### config.mk
export PLATFORM = sky130hd
export DESIGN_NAME = pipeline_stage_elastic
export DESIGN_NICKNAME = d
export VERILOG_FILES = /design/src/rtl/pipeline_stage_elastic.sv
export SDC_FILE = /design/constraint.sdc
export NUM_CORES = 1
export LEC_CHECK = 0
export CORE_MARGIN = 2
export CORE_UTILIZATION = 44
export CTS_CLUSTER_SIZE = 24
export DETAILED_ROUTE_END_ITERATION = 10
export PLACE_DENSITY = 0.76
export SYNTH_ARGS = -nofsm -noshare
export SYNTH_HDL_FRONTEND = slang
export SYNTH_SLANG_ARGS = --single-unit
### constraint.sdc
create_clock -name clk -period 2.6 [get_ports clk]
set_input_delay 0.78 -clock clk [delete_from_list [all_inputs] [get_ports clk]]
set_output_delay 0.78 -clock clk [all_outputs]
set_load 0.01 [all_outputs]
### src/rtl/pipeline_stage_elastic.sv
// -----------------------------------------------------------------------------
// pipeline_stage_elastic
//
// A chain of DEPTH pipeline registers. Each register is WIDTH bits wide and has
// its own valid bit. A ready/valid handshake sits on both ends, and every stage
// can stall on its own. Bubbles are compacted: a stalled valid stage lets the
// upstream stages advance into an empty slot behind it. A synchronous flush
// kills every in-flight entry. An empty stage holds the BUBBLE word, for
// example the RV32I NOP.
//
// Parameters:
//   WIDTH   data bits per stage
//   DEPTH   number of register stages, 1..8
//   BUBBLE  word held by an empty stage, truncated or zero-extended to WIDTH
//
// Ports:
//   clk        rising-edge clock
//   rst        synchronous reset, active-low
//   in_valid   upstream presents in_data
//   in_ready   block accepts in_data this cycle (combinational)
//   in_data    upstream payload
//   out_valid  last stage holds valid data
//   out_ready  downstream consumes out_data this cycle
//   out_data   last-stage data register, BUBBLE when that stage is empty
//   flush      kill all in-flight entries at the next clk edge
//   occupancy  number of valid stages, 0..DEPTH
// -----------------------------------------------------------------------------
module pipeline_stage_elastic #(
    parameter int WIDTH  = 32,
    parameter int DEPTH  = 2,
    parameter     BUBBLE = 32'h00000013
) (
    input  logic             clk,
    input  logic             rst,
    input  logic             in_valid,
    output logic             in_ready,
    input  logic [WIDTH-1:0] in_data,
    output logic             out_valid,
    input  logic             out_ready,
    output logic [WIDTH-1:0] out_data,
    input  logic             flush,
    output logic [3:0]       occupancy
);

    generate
        if (DEPTH < 1 || DEPTH > 8) begin : g_bad_depth
            $error("pipeline_stage_elastic: DEPTH must be in 1..8");
        end
    endgenerate

    localparam logic [WIDTH-1:0] BUBBLE_W = WIDTH'(BUBBLE);

    logic [DEPTH-1:0] valid_q;
    logic [WIDTH-1:0] data_q [DEPTH];
    logic [DEPTH-1:0] adv;
    logic             in_take;

    // A stage may advance when it or any stage downstream of it has room,
    // or when the consumer drains the last stage. Compute this as a running
    // OR from the output side. This avoids a chain that reads back its own
    // vector.
    always_comb begin
        logic room;
        // NOTE: assign every always_comb output before any branch or loop,
        // so that no path leaves it unassigned and no latch is inferred.
        adv  = '0;
        room = out_ready;
        for (int i = DEPTH - 1; i >= 0; i--) begin
            room   = room | ~valid_q[i];
            adv[i] = room;
        end
    end

    assign in_ready  = adv[0] & ~flush;
    assign in_take   = in_valid & in_ready;
    assign out_valid = valid_q[DEPTH-1];
    assign out_data  = data_q[DEPTH-1];

    always_comb begin
        occupancy = '0;
        for (int i = 0; i < DEPTH; i++) begin
            occupancy = occupancy + 4'(valid_q[i]);
        end
    end

    // A stage takes its upstream neighbour's contents when it advances.
    // When the incoming entry is empty, the stage loads BUBBLE, so that an
    // empty stage always presents a known word.
    always_ff @(posedge clk) begin
        // NOTE: the data registers are reset along with the valid bits,
        // because an empty stage must present BUBBLE right after reset.
        if (!rst || flush) begin
            for (int i = 0; i < DEPTH; i++) begin
                // NOTE: sequential state uses non-blocking assignments only,
                // so every stage reads its neighbour's pre-edge value.
                valid_q[i] <= 1'b0;
                data_q[i]  <= BUBBLE_W;
            end
        end else begin
            if (adv[0]) begin
                valid_q[0] <= in_take;
                data_q[0]  <= in_take ? in_data : BUBBLE_W;
            end
            for (int i = 1; i < DEPTH; i++) begin
                if (adv[i]) begin
                    valid_q[i] <= valid_q[i-1];
                    data_q[i]  <= valid_q[i-1] ? data_q[i-1] : BUBBLE_W;
                end
            end
        end
    end

endmodule

## After elaboration in Yosys (flattened, before gate mapping)

Memories as Yosys holds them, arrays and structs flattened.
Index checks and enable logic that the tools add are counted.

- Muxes and demuxes: 12
- Bitwise logic cells: 9
- Reduce and logical (&&, ||, !) cells: 2
- Add/sub/neg operators: 1

Operators by type and width:

| kind | number |
|---|---|
| 32-bit 2-to-1 mux | 4 |
| 1-bit 2-to-1 mux | 8 |
| 1-bit OR | 4 |
| 1-bit inverter | 3 |
| 1-bit by 1-bit adder with 2-bit output | 1 |
| 1-bit AND | 2 |
| 1-bit zero test | 1 |
| 1-bit logical OR | 1 |

- Logic and storage cells: 27
- Bits in writable memories: 64
- Output and inout port bits: 38
- Memories kept: 1
- Register bits after elaboration: 2

Memory list:

| name | depth | width | read ports | clocked after Yosys merged registers in | wr ports | line | source |
|---|---|---|---|---|---|---|---|
| data_q | 2 | 32 | 2 | 0 | 2 | 54 | `logic [WIDTH-1:0] data_q [DEPTH];` |

## Longest topological paths before layout

- Word-level depth: 7
- Mapped depth: 4
- Gate-level depth less buffers: 2

## Least setup slack after synthesis

No wires, ideal clock.

- Path type: in2reg
- Start: input out_ready
- End: memory data_q[0][0] (enable)
- Library setup time: 0.561 ns
- Arrival: 1.957 ns
- Path buffers: 2
- Path slack: 0.082 ns
- Required time: 2.039 ns
- Stages on the path: 4
- Path through: nor2b_1 buf_2 buf_2 nand3_1

RTL lines:

| item | line | source |
|---|---|---|
| start: declaration | 39 | `input logic out_ready,` |
| end: declaration | 54 |  |

## Final worst setup path

- Start: input out_ready
- End: output in_ready

- Longest elaborated chain between the ends: 3

RTL lines:

| item | line | source |
|---|---|---|
| 1-bit OR (2 in a row) | 69 | `room = room \| ~valid_q[i];` |
| 1-bit AND | 74 | `assign in_ready = adv[0] & ~flush;` |
| end: declaration | 36 | `output logic in_ready,` |

Every way passes these cells.

==> results.sh <==
export IMPL_status="completed"
export IMPL_timing_rr_end="data_q[0][1]"
export IMPL_start_kind="input port"
export IMPL_vias=1603
export IMPL_dp_hpwl_mm=3.15
export IMPL_grt_max_degree=34
export IMPL_grt_use_total=0.139
export IMPL_syn_avg_cell_area_sq_um=15.2
export IMPL_peakVddDrop_mv=0.309
export IMPL_h_tree_depth=3
export IMPL_antenna_found_initial=0
export IMPL_crit_path_top_delay_cell="clkdlybuf4s50_1"
export IMPL_grt_pass1_wl_mm=7.44
export IMPL_path_class="input port to output port"
export IMPL_yosys_warnings=0
export IMPL_finalSetupViolations=0
export IMPL_rsz0062_at_grt="no"
export IMPL_grt_pass1_vias=1541
export IMPL_final_antenna_net_count=0
export IMPL_fin_skew_ns=0.00912
export IMPL_drt_pass1_iterations=4
export IMPL_clk_latency_ns=0.34
export IMPL_critPathMaxFanout=2
export IMPL_drtIter0Drc=69
export IMPL_syn_inst=190
export IMPL_fp_dieW_um=84.9
export IMPL_synth_cell_types=18
export IMPL_timing_final_crit_period_ns=2.46
export IMPL_rrSetupSlack_ns=1.13
export IMPL_cellLeakagePower_nw=1.29
export IMPL_hold_violations=0
export IMPL_gp_congestion=0.663
export IMPL_fp_coreArea_sq_mm=0.00635
export IMPL_crit_family="buffers and inverters"
export IMPL_path_depth=4
export IMPL_die_h_um=84.9
export IMPL_drt_total_wl_mm=4.84
export IMPL_drv_cap=0
export IMPL_num_io_pins=75
export IMPL_slowest_delay_ns=0.49
export IMPL_yosysSeqAreaShare=0.681
export IMPL_holdPathStages=1
export IMPL_async_reset_ff_frac=0
export IMPL_clock_sinks=66
export IMPL_rows=29
export IMPL_synthesis_area_sq_mm=0.00288
export IMPL_cts_buffer_depth=2
export IMPL_grt_overflow=0
export IMPL_min_from="data_q[0][1]"
export IMPL_cp_num_buf_inv=2
export IMPL_drv_slew=0
export IMPL_placedInstanceArea_sq_mm=0.00344
export IMPL_power_total_w=0.00200
export IMPL_cp_required_ns=1.82
export IMPL_area_delta_synth_final_pct=24.8
export IMPL_cp_end_kind="output port"
export IMPL_reg2regPathDepth=3
export IMPL_hp_class="flop to flop"
export IMPL_worstPathArrival_ns=1.68
export IMPL_cp_startpoint="out_ready"
export IMPL_portBuffers=72
export IMPL_cts_made_buffers=9
export IMPL_synthFlopType="edfxtp_1"
export IMPL_nNetsFinal=275
export IMPL_routedWlPerCell_um=15.2
export IMPL_fin_area_sq_mm=0.00360
export IMPL_min_period_over_period=0.945
export IMPL_n_antenna_cell=0
export IMPL_fp_dieArea_sq_mm=0.00721
export IMPL_utilization=0.567
export IMPL_synth_edf_count=64
export IMPL_crit_end="in_ready"
export IMPL_ys_ff_latch=66
export IMPL_power_per_cell_area_mw_per_mm2=554
export IMPL_cts_clk_slew_worst_paths_ns=0.07
export IMPL_initial_core_util=0.454
export IMPL_r2r_start="valid_q[0]"
export IMPL_drive_above_1_share=0.124
export IMPL_path_cells="clkdlybuf4s50_1 > and3b_1 > nor2_1 > clkbuf_2"
export IMPL_drcViolationCount=0
export IMPL_tritoncts="yes"
export IMPL_cts_root_buf="clkbuf_8"
export IMPL_vias_per_cell=5.03
export IMPL_fmax_mhz=407
-- layout make-up --
class,instances,area [sq um]
Clock buffer,10,128
Clock inverter,6,33.8
Fill cell,523,2750
Multi-Input combinational cell,77,581
Sequential cell,66,1960
Tap cell,77,96.3
Timing Repair Buffer,83,798
-- placed cells by master (no fill, tap or decap) --
cell type and instances:
clkdlybuf4s50_1 71, edfxtp_1 64, nor3b_1 58, buf_4 11, clkbuf_8 9, or3_1 6, clkinv_2 3, o21a_1 2
conb_1 2, clkinvlp_4 2, dfxtp_1 2, nor2b_1 1, nor2b_2 1, nand3_2 1, and3b_1 1, nor2_1 1
nand2_1 1, nand3b_4 1, nand3b_2 1, ha_1 1, clkinv_1 1, clkbuf_1 1, clkbuf_2 1
-- report_power, final --
group          internal, W  switching, W
combinational    0.0000743     0.0000311
clock             0.000337      0.000379
sequential         0.00117    0.00000483
total              0.00158      0.000415
-- registers in the layout (all words and copies together) (netlist names) --
signal   count
data_q      64
valid_q      2
-- metrics by stage --
| stage | setup TNS (ns) | cells | hold slack [ns] | setup slack, ns |
|---|---|---|---|---|
| after global placement | -0.255 | 303 | 0.489 | -0.255 |
| after global routing | 0 | 319 | 0.523 | 0.0380 |
| after floorplan | 0 | 191 | 0.481 | 0.0821 |
| after CTS | 0 | 319 | 0.503 | 0.0213 |
| after detailed placement | -0.274 | 303 | 0.488 | -0.274 |
| final | 0 | 319 | 0.500 | 0.143 |
-- worst min-delay path by stage --
stage,to,slack [ns]
6_report,data_q[0][33],0.50
5_1_grt,data_q[0][33],0.52
4_1_cts,data_q[0][33],0.50
3_5_place_dp,data_q[0][33],0.49
3_3_place_gp,data_q[0][33],0.49
2_1_floorplan,data_q[0][32],0.48
-- metal layers --
layer	track usage	up-vias	wire, um	part of all wire
li1	-	753	-	-
met1	0.170	781	2030	0.42
met2	0.218	60	2370	0.49
met3	0.0428	9	354	0.073
met4	0.0779	0	91	0.019
met5	0	-	0	0
-- timing repair --
action | in CTS | in global routing
endpoints found under the setup margin | 1 | 1
buffers inserted | 0 | 0
hold buffers | 0 | 0
gates resized for setup | 2 | 1
-- cells in the mapped netlist, types with 2 or more instances --
master | instances | share of area
or3_1 | 6 | 0.013
edfxtp_1 | 64 | 0.67
clkbuf_1 | 4 | 0.0052
dfxtp_1 | 2 | 0.014
buf_6 | 5 | 0.020
buf_4 | 34 | 0.089
buf_2 | 5 | 0.0087
nor3b_1 | 58 | 0.15
nor2b_1 | 2 | 0.0043
o21a_1 | 2 | 0.0052
-- cell families after synthesis --
| family | count (synthesis) | share of synthesized area |
|---|---|---|
| AOI/OAI and AO/OA | 2 | 0.00521 |
| adders and majority gates | 1 | 0.00434 |
| and+or+nand+nor | 72 | 0.187 |
| DFF | 66 | 0.681 |
| other | 1 | 0.00130 |
| buffers and inverters | 48 | 0.122 |
-- worst register-to-register path, stage by stage (launching register included) --
cell and delay, ns:
dfxtp_1 0.38, and3b_1 0.20, buf_4 0.24, or3_1 0.39
Note: power is estimated with default switching activity, not from simulation.
